===== src/rtl/ps2_host_tx.sv =====
// PS/2 host-to-device transmitter.
// Sends one command byte to the keyboard over the shared open-drain ps2_clk/ps2_data
// lines. The *_oe outputs tell the pad logic to pull a line low.
// Optional feature: define PS2_TX_TIMEOUT_EN to add a watchdog that aborts a frame
// the device never finishes (default build: no watchdog, waits indefinitely).
module ps2_host_tx #(
  parameter int unsigned INHIBIT_CYCLES = 5000
`ifdef PS2_TX_TIMEOUT_EN
  , parameter int unsigned TIMEOUT_CYCLES = 750000
`endif
) (
  input  logic       clk,
  input  logic       rst,
  input  logic       start,
  input  logic [7:0] tx_byte,
  input  logic       ps2_clk_in,
  input  logic       ps2_data_in,
  output logic       ps2_clk_oe,
  output logic       ps2_data_oe,
  output logic       busy,
  output logic       done,
  output logic       ack_err
);

  localparam logic [19:0] INHIBIT_LIM = 20'(INHIBIT_CYCLES);
`ifdef PS2_TX_TIMEOUT_EN
  localparam logic [19:0] TIMEOUT_LIM = 20'(TIMEOUT_CYCLES);
`endif

  typedef enum logic [2:0] {
    IDLE, INHIBIT, REQ, SEND, ACK, WAIT_IDLE, DONE
  } state_t;

  state_t      state_q, state_d;
  logic [19:0] cnt_q, cnt_d;
  logic [3:0]  bitcnt_q, bitcnt_d;
  logic [8:0]  frame_q, frame_d;
  logic        data_drive_q, data_drive_d;
  logic        ack_err_q, ack_err_d;

  logic clk_meta_q, clk_sync_q, clk_prev_q;
  logic data_meta_q, data_sync_q;
  logic fall;

  function automatic logic [19:0] sat_inc(input logic [19:0] v);
    return (v == 20'hFFFFF) ? v : v + 20'd1;
  endfunction

  // Two-flop synchronisers for both pads plus a delayed clk copy for edge detection.
  always_ff @(posedge clk or posedge rst) begin
    if (rst) begin
      clk_meta_q  <= 1'b1;
      clk_sync_q  <= 1'b1;
      clk_prev_q  <= 1'b1;
      data_meta_q <= 1'b1;
      data_sync_q <= 1'b1;
    end else begin
      clk_meta_q  <= ps2_clk_in;
      clk_sync_q  <= clk_meta_q;
      clk_prev_q  <= clk_sync_q;
      data_meta_q <= ps2_data_in;
      data_sync_q <= data_meta_q;
    end
  end

  assign fall = clk_prev_q & ~clk_sync_q;

  // FSM state, counters and frame shift register.
  always_ff @(posedge clk or posedge rst) begin
    if (rst) begin
      state_q      <= IDLE;
      cnt_q        <= '0;
      bitcnt_q     <= '0;
      frame_q      <= '0;
      data_drive_q <= 1'b0;
      ack_err_q    <= 1'b0;
    end else begin
      state_q      <= state_d;
      cnt_q        <= cnt_d;
      bitcnt_q     <= bitcnt_d;
      frame_q      <= frame_d;
      data_drive_q <= data_drive_d;
      ack_err_q    <= ack_err_d;
    end
  end

  // Next-state logic and line/handshake outputs; outputs depend only on state so
  // an asynchronous reset releases both lines at once.
  always_comb begin
    state_d      = state_q;
    cnt_d        = cnt_q;
    bitcnt_d     = bitcnt_q;
    frame_d      = frame_q;
    data_drive_d = data_drive_q;
    ack_err_d    = ack_err_q;
    ps2_clk_oe   = 1'b0;
    ps2_data_oe  = 1'b0;
    busy         = 1'b1;
    done         = 1'b0;

    case (state_q)
      IDLE: begin
        busy = 1'b0;
        if (start) begin
          frame_d   = {~^tx_byte, tx_byte};
          ack_err_d = 1'b0;
          cnt_d     = '0;
          state_d   = INHIBIT;
        end
      end
      INHIBIT: begin
        ps2_clk_oe = 1'b1;
        if (cnt_q >= INHIBIT_LIM) begin
          // Start bit goes down while the clock is still held, then release clock.
          ps2_data_oe = 1'b1;
          state_d     = REQ;
        end else begin
          cnt_d = sat_inc(cnt_q);
        end
      end
      REQ: begin
        ps2_data_oe  = 1'b1;
        bitcnt_d     = '0;
        data_drive_d = 1'b1;
`ifdef PS2_TX_TIMEOUT_EN
        cnt_d        = 20'd1;
`endif
        state_d      = SEND;
      end
      SEND: begin
        ps2_data_oe = data_drive_q;
        if (fall) begin
          if (bitcnt_q == 4'd9) begin
            // Stop bit: let the line float high.
            data_drive_d = 1'b0;
            state_d      = ACK;
          end else begin
            // Open-drain: pull low for a 0 bit.
            data_drive_d = ~frame_q[0];
            frame_d      = {1'b0, frame_q[8:1]};
            bitcnt_d     = bitcnt_q + 4'd1;
          end
        end
      end
      ACK: begin
        if (fall) begin
          ack_err_d = data_sync_q;
          state_d   = WAIT_IDLE;
        end
      end
      WAIT_IDLE: begin
        if (clk_sync_q && data_sync_q) begin
          state_d = DONE;
        end
      end
      DONE: begin
        busy    = 1'b0;
        done    = 1'b1;
        state_d = IDLE;
      end
      default: state_d = IDLE;
    endcase

`ifdef PS2_TX_TIMEOUT_EN
    // Watchdog runs from REQ entry; never restarted within a frame.
    if (state_q == SEND || state_q == ACK || state_q == WAIT_IDLE) begin
      if (cnt_q >= TIMEOUT_LIM - 20'd1) begin
        state_d   = DONE;
        ack_err_d = 1'b1;
      end else begin
        cnt_d = sat_inc(cnt_q);
      end
    end
`endif
  end

  assign ack_err = ack_err_q;

endmodule

===== config.mk =====
export PLATFORM = sky130hd
export DESIGN_NAME = ps2_host_tx
export DESIGN_NICKNAME = d
export VERILOG_FILES = /design/src/rtl/ps2_host_tx.sv
export SDC_FILE = /design/constraint.sdc
export NUM_CORES = 1
export LEC_CHECK = 0
export CORE_MARGIN = 10
export CORE_UTILIZATION = 45
export CTS_CLUSTER_SIZE = 20
export DETAILED_ROUTE_END_ITERATION = 12
export MAX_ROUTING_LAYER = met4
export PLACE_DENSITY = 0.67
export SLEW_MARGIN = 20
export SYNTH_ARGS = -nofsm -noshare
export SYNTH_HDL_FRONTEND = slang
export SYNTH_SLANG_ARGS = --single-unit

===== constraint.sdc =====
create_clock -name clk -period 2 [get_ports clk]
set_input_delay 0.4 -clock clk [delete_from_list [all_inputs] [get_ports clk]]
set_output_delay 0.4 -clock clk [all_outputs]
set_load 0.03 [all_outputs]

# == Yosys cells after proc, flatten, opt, wreduce, memory -nomap -nowiden ==
# Cells that the tools add are included.
# Widths: inputs -> output; s select.
# op_classes
add_sub_neg,2
magnitude_cmp,1
eq_ne,17
mux,29
bitwise_logic,3
reduce_logical,14
# ops
cell,count
$mux 20,3
$pmux 20 s2,1
$mux 9,3
$add 20x1->20 const B,1
$eq 20x20->1 const B,1
$ge 20x13->1 const B,1
$mux 3,6
$ne 2x2->1 const B,9
$pmux 3 s6,1
$pmux 9 s2,1
$eq 3x3->1 const B,3
$mux 1,8
$mux 4,2
$pmux 4 s2,1
$reduce_and 4->1,2
$reduce_bool 2->1,4
$reduce_xnor 8->1,1
$eq 3x2->1 const B,2
$reduce_and 3->1,2
$reduce_and 6->1,1
$add 4x1->4 const B,1
$eq 4x4->1 const B,1
$pmux 1 s2,2
$eq 3x1->1 const B,1
7 further kinds,8
# totals
ff_bits,43
in_bits,13
output_inout_bits,5
word_cells,77

# == Longest topological paths before layout ==
# Gate-level depths: netlist (run 1).
# depth
ltp_word,4
depth_mapped,6
ltp_nobuf,6

# == Worst setup path after synthesis (run 1) ==
# OpenSTA, ideal clock, no wires.
# synth_path
path_type,register to output
startpoint,reg cnt_q[8]
endpoint,out ps2_data_oe
arrival_ns,1.609
required_time_ns,1.600
slack_ns,-0.009
path_stages_with_launch,5
n_path_buf,0
path_cell_list,dfrtp_1 nand4_1 o211a_1 a211o_1 a21oi_1
# synth_between
elab_chain_cells,3
# synth_lines
element,line,text
"start, declared",35,"logic [19:0] cnt_q, cnt_d;"
"start signal, assigned",79,cnt_q <= cnt_d;
$ge 20x13->1,113,if (cnt_q >= INHIBIT_LIM) begin
$mux 1,113,
$pmux 1 s3,101,case (state_q)
"end, declared",19,"output logic ps2_data_oe,"
# No other way between the ends.

# == Worst setup path after layout (run 1) ==
# layout_path
startpoint,reg cnt_q[12]
endpoint,out ps2_data_oe
# The elaborated chain is that of the path after synthesis.

==> impl_metrics.csv, run 1 <==
group,metric,value,unit
synth,syn-cell-area,2290,um^2
critical_path,worst_ep_arrival_time,1.65,ns
detailed_routing,viasPerCell,5.50,
place,dp_slack,0.0318,ns
timing,clock_skew,0.00798,ns
pwr,power_density,1290,nW/um^2
timing,max_slew_margin,0.582,
timing,whs,0.362,ns
clocking,clock-sinks,43,
place,dpl_cell_area,2670,um^2
synth,synth_ff_type,"dfrtp_1",
detailed_routing,ant_nets,0,
pwr,leakagePower,1.26,nW
synth,syn_nets,235,
timing,slew_viol_final,0,
pwr,power_frac_seq,0.368,
place,place_inst,315,
floorplan,ios,18,
detailed_routing,drt_iter0_drc,147,
pwr,power.net_switching,1.47,mW
floorplan,rows,25,
critical_path,ff2ff_setup_slack,0.01,ns
grt,gr-total-overflow,0,
synth,synth-seq-area-share,0.472,
grt,grt_pass1_vias,1758,
outcome,status,"finished with violations",
pwr,power,3.76,mW
critical_path,critPathCapture,"ps2_data_oe",
critical_path,rr_worst_depth,9,
detailed_routing,wl_per_cell,15.3,um
place,place_hpwl,3610,um
clocking,cts_tree,"done",
detailed_routing,drc,0,
run,maxCapViolCount,0,
clocking,numCtsBuffers,5,
grt,grt_max_degree,28,
timing,setup_tns,-0.0475,ns
clocking,insertion_delay,0.31,ns
synth,synthArstFlopShare,1.00,
floorplan,initial_utilization,0.476,
critical_path,startpoint,"cnt_q[12]",
timing,worst_pin_slew,0.623,ns
pwr,peakVddDrop,573,uV
synth,yosysUniqueCellTypes,45,
timing,fmax,488,MHz
timing,finalSetupViolCount,1,
grt,grt_first_pass_wirelength,8450,um
place,portBuffers,17,
layout,diodes,0,
clocking,h-tree-depth,2,
critical_path,critPathKind,"flip-flop to output pin",
floorplan,die_y,91.4,um
floorplan,die_area,8360,um^2
critical_path,regToRegEndpoint,"cnt_q[2]",
pwr,p_sw_frac,0.393,
floorplan,die-width,91.4,um
layout,fin_util,0.602,
layout,nNetsFinal,286,
pwr,internal_power,2.28,mW
min_path,hp-class,"flip-flop to flip-flop",
layout,drive_gt1_frac,0.289,
critical_path,r2r_start,"cnt_q[12]",
critical_path,cp.required,1.60,ns
timing,final-hold-violation-count,0,
clocking,path_clk_slew,0.09,ns
synth,avgSynthCellArea,10.5,um^2
timing,min_period,2.05,ns
timing,fin_ws,-0.0475,ns
synth,yosys_warnings,0,
layout,fin_area,2900,um^2
floorplan,core-area,4820,um^2
timing,rsz0062_at_grt,"yes",
grt,grt.total_usage,0.126,
critical_path,crit_path_end_kind,"output pin",
grt,antenna_found_initial,0,
detailed_routing,num_vias,1854,
clocking,root_buffer,"clkbuf_8",
pwr,p_clk_frac,0.161,
synth,netlist_instances,218,
clocking,clockBufferDepth,2,
layout,final_cells,337,
pwr,pwr-share-comb,0.471,
layout,fillCellCount,417,
timing,fin_crit_sh,1.02,
critical_path,critPathMaxFanout,3,
outcome,violations,"negative setup slack",
synth,synth-seq-cells,43,
synth,synth_edf_count,0,
critical_path,start_kind,"flip-flop",
detailed_routing,dr.pass1.iters,4,
place,place_congestion,0.901,
layout,area_delta_synth_final,26.4,%
detailed_routing,wl,5160,um
## layout make-up
class                   instances  area (um^2)  share of cell area
clock buffers                   5         68.8              0.0237
multi-input cells             158         1160               0.399
inverters                      10         37.5              0.0129
well taps                      67         83.8              0.0289
clock inverters                 3         26.3             0.00906
repair buffers                 51          444               0.153
flip-flops and latches         43         1080               0.373
## what timing repair did
item | CTS | global route
buffers inserted | 8 | 6
resized for setup | 2 | 4
setup endpoints to repair | 1 | 18
hold buffers | 0 | 0
endpoints found under the hold margin | 0 | 0
pin swaps | 5 | 7
## power by group through the flow
| stage | logic, mW | registers, mW | clock network (mW) |
|---|---|---|---|
| 2_1_floorplan | 1.09 | 1.34 | 0 |
| 6_report | 1.77 | 1.38 | 0.606 |
| 3_5_place_dp | 1.55 | 1.41 | 0 |
| 4_1_cts | 1.65 | 1.38 | 0.613 |
| 3_3_place_gp | 1.54 | 1.39 | 0 |
| 5_1_grt | 1.92 | 1.42 | 0.651 |
## synth_stat cells, types with 2 or more instances
master	n	share of area
nand2b_1	2	0.0055
nor2b_1	8	0.022
nand4_1	4	0.011
o21ai_0	18	0.039
dfrtp_1	38	0.41
dfstp_2	5	0.057
mux2i_1	2	0.0087
or3_1	4	0.011
and4_1	2	0.0076
and2_1	4	0.011
clkbuf_1	4	0.0065
a21oi_1	13	0.028
nor4_4	2	0.019
nor3_1	4	0.0087
nand3_1	9	0.020
mux2_2	15	0.074
o211ai_1	3	0.0098
buf_4	2	0.0065
ha_1	4	0.022
o22ai_1	2	0.0055
nor2_1	7	0.011
or4_1	7	0.023
o31ai_1	9	0.029
o211a_1	2	0.0087
inv_1	10	0.016
xnor2_1	6	0.023
and3_1	4	0.011
nand2_1	11	0.018
## critical path, stage by stage, from the launching register on
cell,delay (ns)
dfrtp_1,0.39
nand4_1,0.15
o211a_1,0.26
a211o_1,0.27
a21oi_2,0.13
buf_6,0.14
## sequential cells by signal (all words and copies together) (netlist names), 3 cells and up
signal / count
bitcnt_q: 4
cnt_q: 20
frame_q: 9
state_q: 3
## cell families (layout without fill, tap and decap cells)
kind of cell / count (synthesis) / after routing / synth area share
AND/OR/NAND/NOR: 74 / 74 / 0.204
AO/OA/AOI/OAI: 56 / 56 / 0.161
flip-flops: 43 / 43 / 0.472
multiplexers: 17 / 17 / 0.0823
buffers and inverters: 17 / 69 / 0.0316
XOR/XNOR: 7 / 7 / 0.0267
adder cells (fa/ha/maj): 4 / 4 / 0.0218
## placed cells by master (no fill, tap or decap), types with 2 or more instances in the layout
| cell | Yosys | routed |
|---|---|---|
| buf_12 | 0 | 2 |
| and4_1 | 2 | 2 |
| nand2_1 | 11 | 11 |
| o21ai_0 | 18 | 18 |
| o211a_1 | 2 | 2 |
| and3_1 | 4 | 4 |
| xnor2_1 | 6 | 6 |
| dfstp_2 | 5 | 5 |
| a21oi_1 | 13 | 12 |
| o31ai_1 | 9 | 8 |
| nand4_1 | 4 | 4 |
| dfrtp_1 | 38 | 37 |
| o22ai_1 | 2 | 2 |
| or4_1 | 7 | 7 |
| inv_1 | 10 | 9 |
| mux2_2 | 15 | 15 |
| nor3_1 | 4 | 4 |
| clkbuf_8 | 0 | 5 |
| mux2i_1 | 2 | 2 |
| nor2b_1 | 8 | 8 |
| nor4_4 | 2 | 2 |
| nor2_1 | 7 | 6 |
| buf_4 | 2 | 35 |
| inv_6 | 0 | 2 |
| or3_1 | 4 | 4 |
| ha_1 | 4 | 4 |
| and2_1 | 4 | 4 |
| clkdlybuf4s50_1 | 0 | 13 |
| o211ai_1 | 3 | 3 |
| nand3_1 | 9 | 9 |
## worst min path at each step
stage	from	to	cells past startpoint	slack, ns
after global placement	clk_meta_q	clk_sync_q	0	0.35
after global routing	data_meta_q	data_sync_q	0	0.37
final	data_meta_q	data_sync_q	0	0.36
after CTS	data_meta_q	data_sync_q	0	0.36
after detailed placement	data_meta_q	data_sync_q	0	0.35
after floorplan	clk_meta_q	clk_sync_q	0	0.35
## metal layers
layer,share of wire,routed length (um),GRT usage
met3,0.045,233,0.0354
met4,0.016,85,0.0392
met1,0.47,2450,0.156
met5,0,0,-
met2,0.46,2390,0.192
Power figures use the tool's default switching activity.
==> inputs of run 2 (changes only) <==
--- a/config.mk
+++ b/config.mk
@@ -9,6 +9,7 @@
 export CORE_UTILIZATION = 45
 export CTS_CLUSTER_SIZE = 20
 export DETAILED_ROUTE_END_ITERATION = 12
+export GPL_TIMING_DRIVEN = 0
 export MAX_ROUTING_LAYER = met4
 export PLACE_DENSITY = 0.67
 export SLEW_MARGIN = 20
==> run 2 against run 1 <==
Effect of this change:
- clock power grew 33%
- clock-buffer cell count grew 1
- largest power group unchanged
- the run still ends with negative setup slack left
- critical endpoint unchanged
- worst hold slack lost 0.022 ns
- sequential share of layout area grew 0.52 points
- largest cell class unchanged
- total power grew 3.6%
- first-iteration DRC count shrank 27%
- clock skew shrank 0.0049 ns
==> impl_metrics.csv, run 2 (same netlist as run 1, synthesis figures left out) <==
group,metric,value,unit
outcome,status,"finished with violations",
outcome,violations,"negative setup slack",
detailed_routing,drt_iter0_drc,107,
pwr,power.net_switching,1.43,mW
clocking,cts_tree,"done",
timing,rsz0062_at_grt,"yes",
detailed_routing,drc,0,
detailed_routing,wl,5210,um
place,portBuffers,17,
detailed_routing,dr.pass1.iters,4,
layout,diodes,0,
critical_path,start_kind,"flip-flop",
detailed_routing,viasPerCell,5.61,
critical_path,crit_path_end_kind,"output pin",
layout,regMostFlops,"cnt_q",
layout,nNetsFinal,275,
min_path,hp-class,"input port to asynchronous set/reset pin",
critical_path,cp.required,1.60,ns
run,maxCapViolCount,0,
layout,largest_registers,"cnt_q x20, frame_q x9, bitcnt_q x4",
layout,area_delta_synth_final,24.9,%
grt,grt_pass1_vias,1896,
clocking,root_buffer,"clkbuf_8",
critical_path,worst_ep_arrival_time,1.68,ns
floorplan,die_y,91.4,um
timing,fin_ws,-0.0801,ns
pwr,power,3.89,mW
pwr,p_clk_frac,0.207,
floorplan,die-width,91.4,um
grt,gr-total-overflow,0,
floorplan,die_area,8360,um^2
critical_path,critical_path.max_stage_delay,0.40,ns
pwr,peakVddDrop,535,uV
clocking,clockBufferDepth,2,
place,place_hpwl,3560,um
critical_path,path_cells,"nand4_1, o211a_1, a211o_1, a21oi_2, buf_6",
timing,worst_pin_slew,0.441,ns
layout,final_common_cell,"dfrtp_1",
place,dpl_cell_area,2570,um^2
clocking,path_clk_slew,0.08,ns
floorplan,initial_utilization,0.476,
place,place_congestion,0.821,
critical_path,critPathKind,"flip-flop to output pin",
layout,fin_util,0.595,
pwr,pwr-share-comb,0.443,
floorplan,ios,18,
clocking,clock-sinks,43,
layout,fin_area,2870,um^2
critical_path,critPathMaxFanout,4,
clocking,numCtsBuffers,5,
detailed_routing,wl_per_cell,16.0,um
place,dp_slack,-0.432,ns
timing,final-hold-violation-count,0,
timing,slew_viol_final,0,
grt,grt_first_pass_wirelength,8740,um
timing,finalSetupViolCount,1,
pwr,power_frac_seq,0.350,
pwr,p_sw_frac,0.368,
pwr,internal_power,2.46,mW
grt,grt.total_usage,0.128,
detailed_routing,ant_nets,0,
clocking,hold_buffers,0,
place,place_inst,303,
grt,grt_max_degree,34,
layout,largest_register_ffs,20,
timing,whs,0.340,ns
clocking,insertion_delay,0.30,ns
layout,drive_gt1_frac,0.263,
timing,max_slew_margin,0.704,
pwr,power_density,1360,nW/um^2
floorplan,core-area,4820,um^2
layout,final_cell_mix,"dfrtp_1, o21ai_0, buf_4, mux2_2, clkdlybuf4s50_1",
timing,setup_tns,-0.0801,ns
timing,fin_crit_sh,1.04,
critical_path,cp_slowest_cell,"dfrtp_1",
pwr,leakagePower,1.20,nW
timing,min_period,2.08,ns
detailed_routing,num_vias,1829,
timing,fmax,481,MHz
grt,antenna_found_initial,0,
clocking,h-tree-depth,2,
floorplan,rows,25,
timing,clock_skew,0.00310,ns
layout,final_cells,326,
-- run 2: changes by cell type in the layout (fill, tap and decap cells not counted), sizes merged --
| cell | previous run | this run |
|---|---|---|
| inv | 11 | 9 |
| clkinv | 2 | 0 |
| bufinv | 0 | 2 |
| buf | 38 | 21 |
| clkinvlp | 0 | 1 |
| clkbuf | 5 | 12 |
-- run 2: cell type report --
cell class | instances | area [um^2]
fill | 424 | 1950
clock buffer | 6 | 72.6
multi-input combinational | 158 | 1160
clock inverter | 2 | 60.1
sequential | 43 | 1080
timing repair buffer | 33 | 319
buffer | 7 | 42.5
tap | 67 | 83.8
inverter | 10 | 41.3
-- run 2: repair_timing --
item | 4_1_cts | 5_1_grt
cloned | 0 | 1
pin swaps | 2 | 10
setup buffers | 5 | 9
endpoints found under the setup margin | 12 | 22
gates resized for setup | 15 | 22
-- run 2: metal layers --
metal / GRT usage / part of all wire / up-vias
met1: 0.155 / 0.48 / 898
met3: 0.0337 / 0.038 / 8
met2: 0.201 / 0.47 / 43
met4: 0.0418 / 0.0096 / 0
li1: - / - / 880
met5: - / 0 / -
-- run 2: final timing paths --
path / startpoint / end / slack, ns / depth (start not counted)
worst max-delay path: cnt_q[7] / ps2_data_oe / -0.08 / 5
worst min-delay path: rst / cnt_q[17] / 0.34 / 2
worst max register to register: clk_prev_q / frame_q[4] / 0.04 / 5
worst min register to register: data_meta_q / data_sync_q / 0.36 / 0
max in group asynchronous: rst / clk_prev_q / 1.14 / 3
min in group clk: data_meta_q / data_sync_q / 0.36 / 0
-- run 2: critical path: cells and delay by family (launching register included) --
family,cells,cell delay [ns]
simple gates,1,0.14
flops,1,0.40
buf+inv,1,0.14
compound gates,3,0.69
-- run 2: power groups by stage --
stage,registers [mW],clock network (mW),logic (mW)
CTS,1.36,0.820,1.58
detailed placement,1.39,0,1.47
global placement,1.37,0,1.44
floorplan,1.34,0,1.09
global route,1.40,0.872,1.89
finish,1.36,0.807,1.72
==> inputs of run 3 (changes only) <==
--- a/config.mk
+++ b/config.mk
@@ -5,7 +5,7 @@
 export SDC_FILE = /design/constraint.sdc
 export NUM_CORES = 1
 export LEC_CHECK = 0
-export CORE_MARGIN = 10
+export CORE_MARGIN = 4
 export CORE_UTILIZATION = 45
 export CTS_CLUSTER_SIZE = 20
 export DETAILED_ROUTE_END_ITERATION = 12
==> run 3 against run 2 <==
Effect of this change:
- the run still ends with negative setup slack left
- sequential share of layout area rose by 0.31 points
- critical path type unchanged
- flip-flop and latch count stayed put
- fmax is 1.3% higher
- via count decreased by 0.38%
- largest cell class unchanged
- clock skew about the same
- clock-buffer cell count stayed put
- routed wire length fell by 8.2%
- clock power decreased by 27%
==> impl_metrics.csv, run 3 (same netlist as run 1, synthesis figures left out) <==
group,metric,value,unit
outcome,status,"finished with violations",
outcome,violations,"negative setup slack",
critical_path,ff2ff_setup_slack,0.02,ns
floorplan,rows,25,
critical_path,start_kind,"flip-flop",
layout,final_common_cell,"dfrtp_1",
layout,largest_register_ffs,20,
timing,finalSetupViolCount,1,
pwr,power_density,1290,nW/um^2
run,maxCapViolCount,0,
clocking,cts_tree,"done",
detailed_routing,drt_iter0_drc,98,
grt,grt_first_pass_wirelength,8200,um
critical_path,worst_ep_arrival_time,1.65,ns
grt,antenna_found_initial,0,
detailed_routing,viasPerCell,5.59,
timing,final-hold-violation-count,0,
critical_path,rr_worst_depth,6,
detailed_routing,num_vias,1822,
layout,regMostFlops,"cnt_q",
timing,min_period,2.05,ns
critical_path,critPathKind,"flip-flop to output pin",
layout,largest_registers,"cnt_q x20, frame_q x9, bitcnt_q x4",
detailed_routing,ant_nets,0,
clocking,root_buffer,"clkbuf_8",
floorplan,initial_utilization,0.476,
place,portBuffers,17,
clocking,insertion_delay,0.29,ns
timing,max_slew_margin,0.713,
floorplan,die-width,79.4,um
detailed_routing,drc,0,
pwr,power,3.67,mW
floorplan,core-area,4820,um^2
timing,fmax,487,MHz
critical_path,critPathMaxFanout,3,
critical_path,crit_path_end_kind,"output pin",
place,place_congestion,0.812,
pwr,power_frac_seq,0.371,
floorplan,ios,18,
layout,area_delta_synth_final,24.0,%
layout,fin_util,0.591,
timing,whs,0.358,ns
layout,nNetsFinal,275,
grt,gr-total-overflow,0,
floorplan,die_area,6310,um^2
layout,final_cells,326,
pwr,peakVddDrop,706,uV
pwr,internal_power,2.25,mW
timing,clock_skew,0.00360,ns
clocking,path_clk_slew,0.08,ns
timing,fin_crit_sh,1.03,
clocking,h-tree-depth,2,
clocking,numCtsBuffers,5,
critical_path,critical_path.max_stage_delay,0.39,ns
pwr,leakagePower,1.20,nW
grt,grt.total_usage,0.169,
grt,grt_pass1_vias,1770,
timing,slew_viol_final,0,
pwr,p_clk_frac,0.160,
critical_path,path_cells,"nand4_1, o211a_1, a211o_1, a21oi_2, buf_6",
timing,setup_tns,-0.0544,ns
min_path,hp-class,"input port to asynchronous set/reset pin",
clocking,clock-sinks,43,
detailed_routing,wl_per_cell,14.7,um
layout,diodes,0,
critical_path,worst-path-stages,5,
pwr,p_sw_frac,0.387,
critical_path,crit_family,"compound AO/OA/AOI/OAI gates",
critical_path,crit_buf_inv,1,
timing,fin_ws,-0.0544,ns
detailed_routing,dr.pass1.iters,4,
layout,drive_gt1_frac,0.278,
place,place_inst,303,
critical_path,cp_slowest_cell,"dfrtp_1",
clocking,clockBufferDepth,2,
floorplan,die_y,79.4,um
pwr,power.net_switching,1.42,mW
timing,worst_pin_slew,0.430,ns
pwr,pwr-share-comb,0.469,
detailed_routing,wl,4790,um
critical_path,cp.required,1.60,ns
layout,final_cell_mix,"dfrtp_1, o21ai_0, buf_4, mux2_2, clkdlybuf4s50_1",
place,place_hpwl,3260,um
timing,rsz0062_at_grt,"yes",
clocking,hold_buffers,0,
grt,grt_max_degree,31,
run 3: worst register-to-register path, delay by kind of cell (launching register included):
family / cells / cell delay (ns)
DFF: 1 / 0.41
and+or+nand+nor: 2 / 0.57
muxes: 1 / 0.33
adders and majority gates: 1 / 0.20
AOI/OAI and AO/OA: 1 / 0.20
buffers and inverters: 1 / 0.17
run 3: metrics by stage:
step	instance area, um^2	worst slack, ns
4_1_cts	2750	-0.0476
6_report	2850	-0.0544
3_3_place_gp	2550	-0.462
3_5_place_dp	2570	-0.457
2_1_floorplan	2300	0.0973
5_1_grt	2850	-0.113
run 3: layout make-up:
class                           count  area (um^2)
Buffer                              7         40.0
Clock buffer                        6         82.6
Clock inverter                      2         16.3
Fill cell                         435         1970
Inverter                           10         41.3
Multi-Input combinational cell    158         1170
Sequential cell                    43         1090
Tap cell                           67         83.8
Timing Repair Buffer               33          325
run 3: repair_timing:
action / in CTS / in global routing
buffers inserted: 8 / 6
pin swaps: 5 / 4
cloned: 0 / 1
endpoints found under the setup margin: 12 / 16
gates resized for setup: 19 / 17
run 3: final timing paths:
check                              end         from
hold reg to reg             clk_sync_q   clk_meta_q
setup / recovery           ps2_data_oe    cnt_q[12]
max in group asynchronous     cnt_q[5]          rst
setup reg to reg            frame_q[6]  bitcnt_q[0]
hold / removal              frame_q[6]          rst
min in group clk            clk_sync_q   clk_meta_q
run 3: metal layers:
| layer | track usage | share of wire |
|---|---|---|
| met1 | 0.238 | 0.47 |
| met4 | 0.0567 | 0.015 |
| met3 | 0.0316 | 0.052 |
| met2 | 0.245 | 0.46 |
| met5 | - | 0 |
run 3: power by group through the flow:
| stage | Combinational, mW | Sequential [mW] | Clock, mW |
|---|---|---|---|
| after detailed placement | 1.46 | 1.39 | 0 |
| after CTS | 1.60 | 1.36 | 0.603 |
| final | 1.72 | 1.36 | 0.586 |
| after global placement | 1.43 | 1.38 | 0 |
| after global routing | 1.91 | 1.40 | 0.648 |
| after floorplan | 1.09 | 1.34 | 0 |
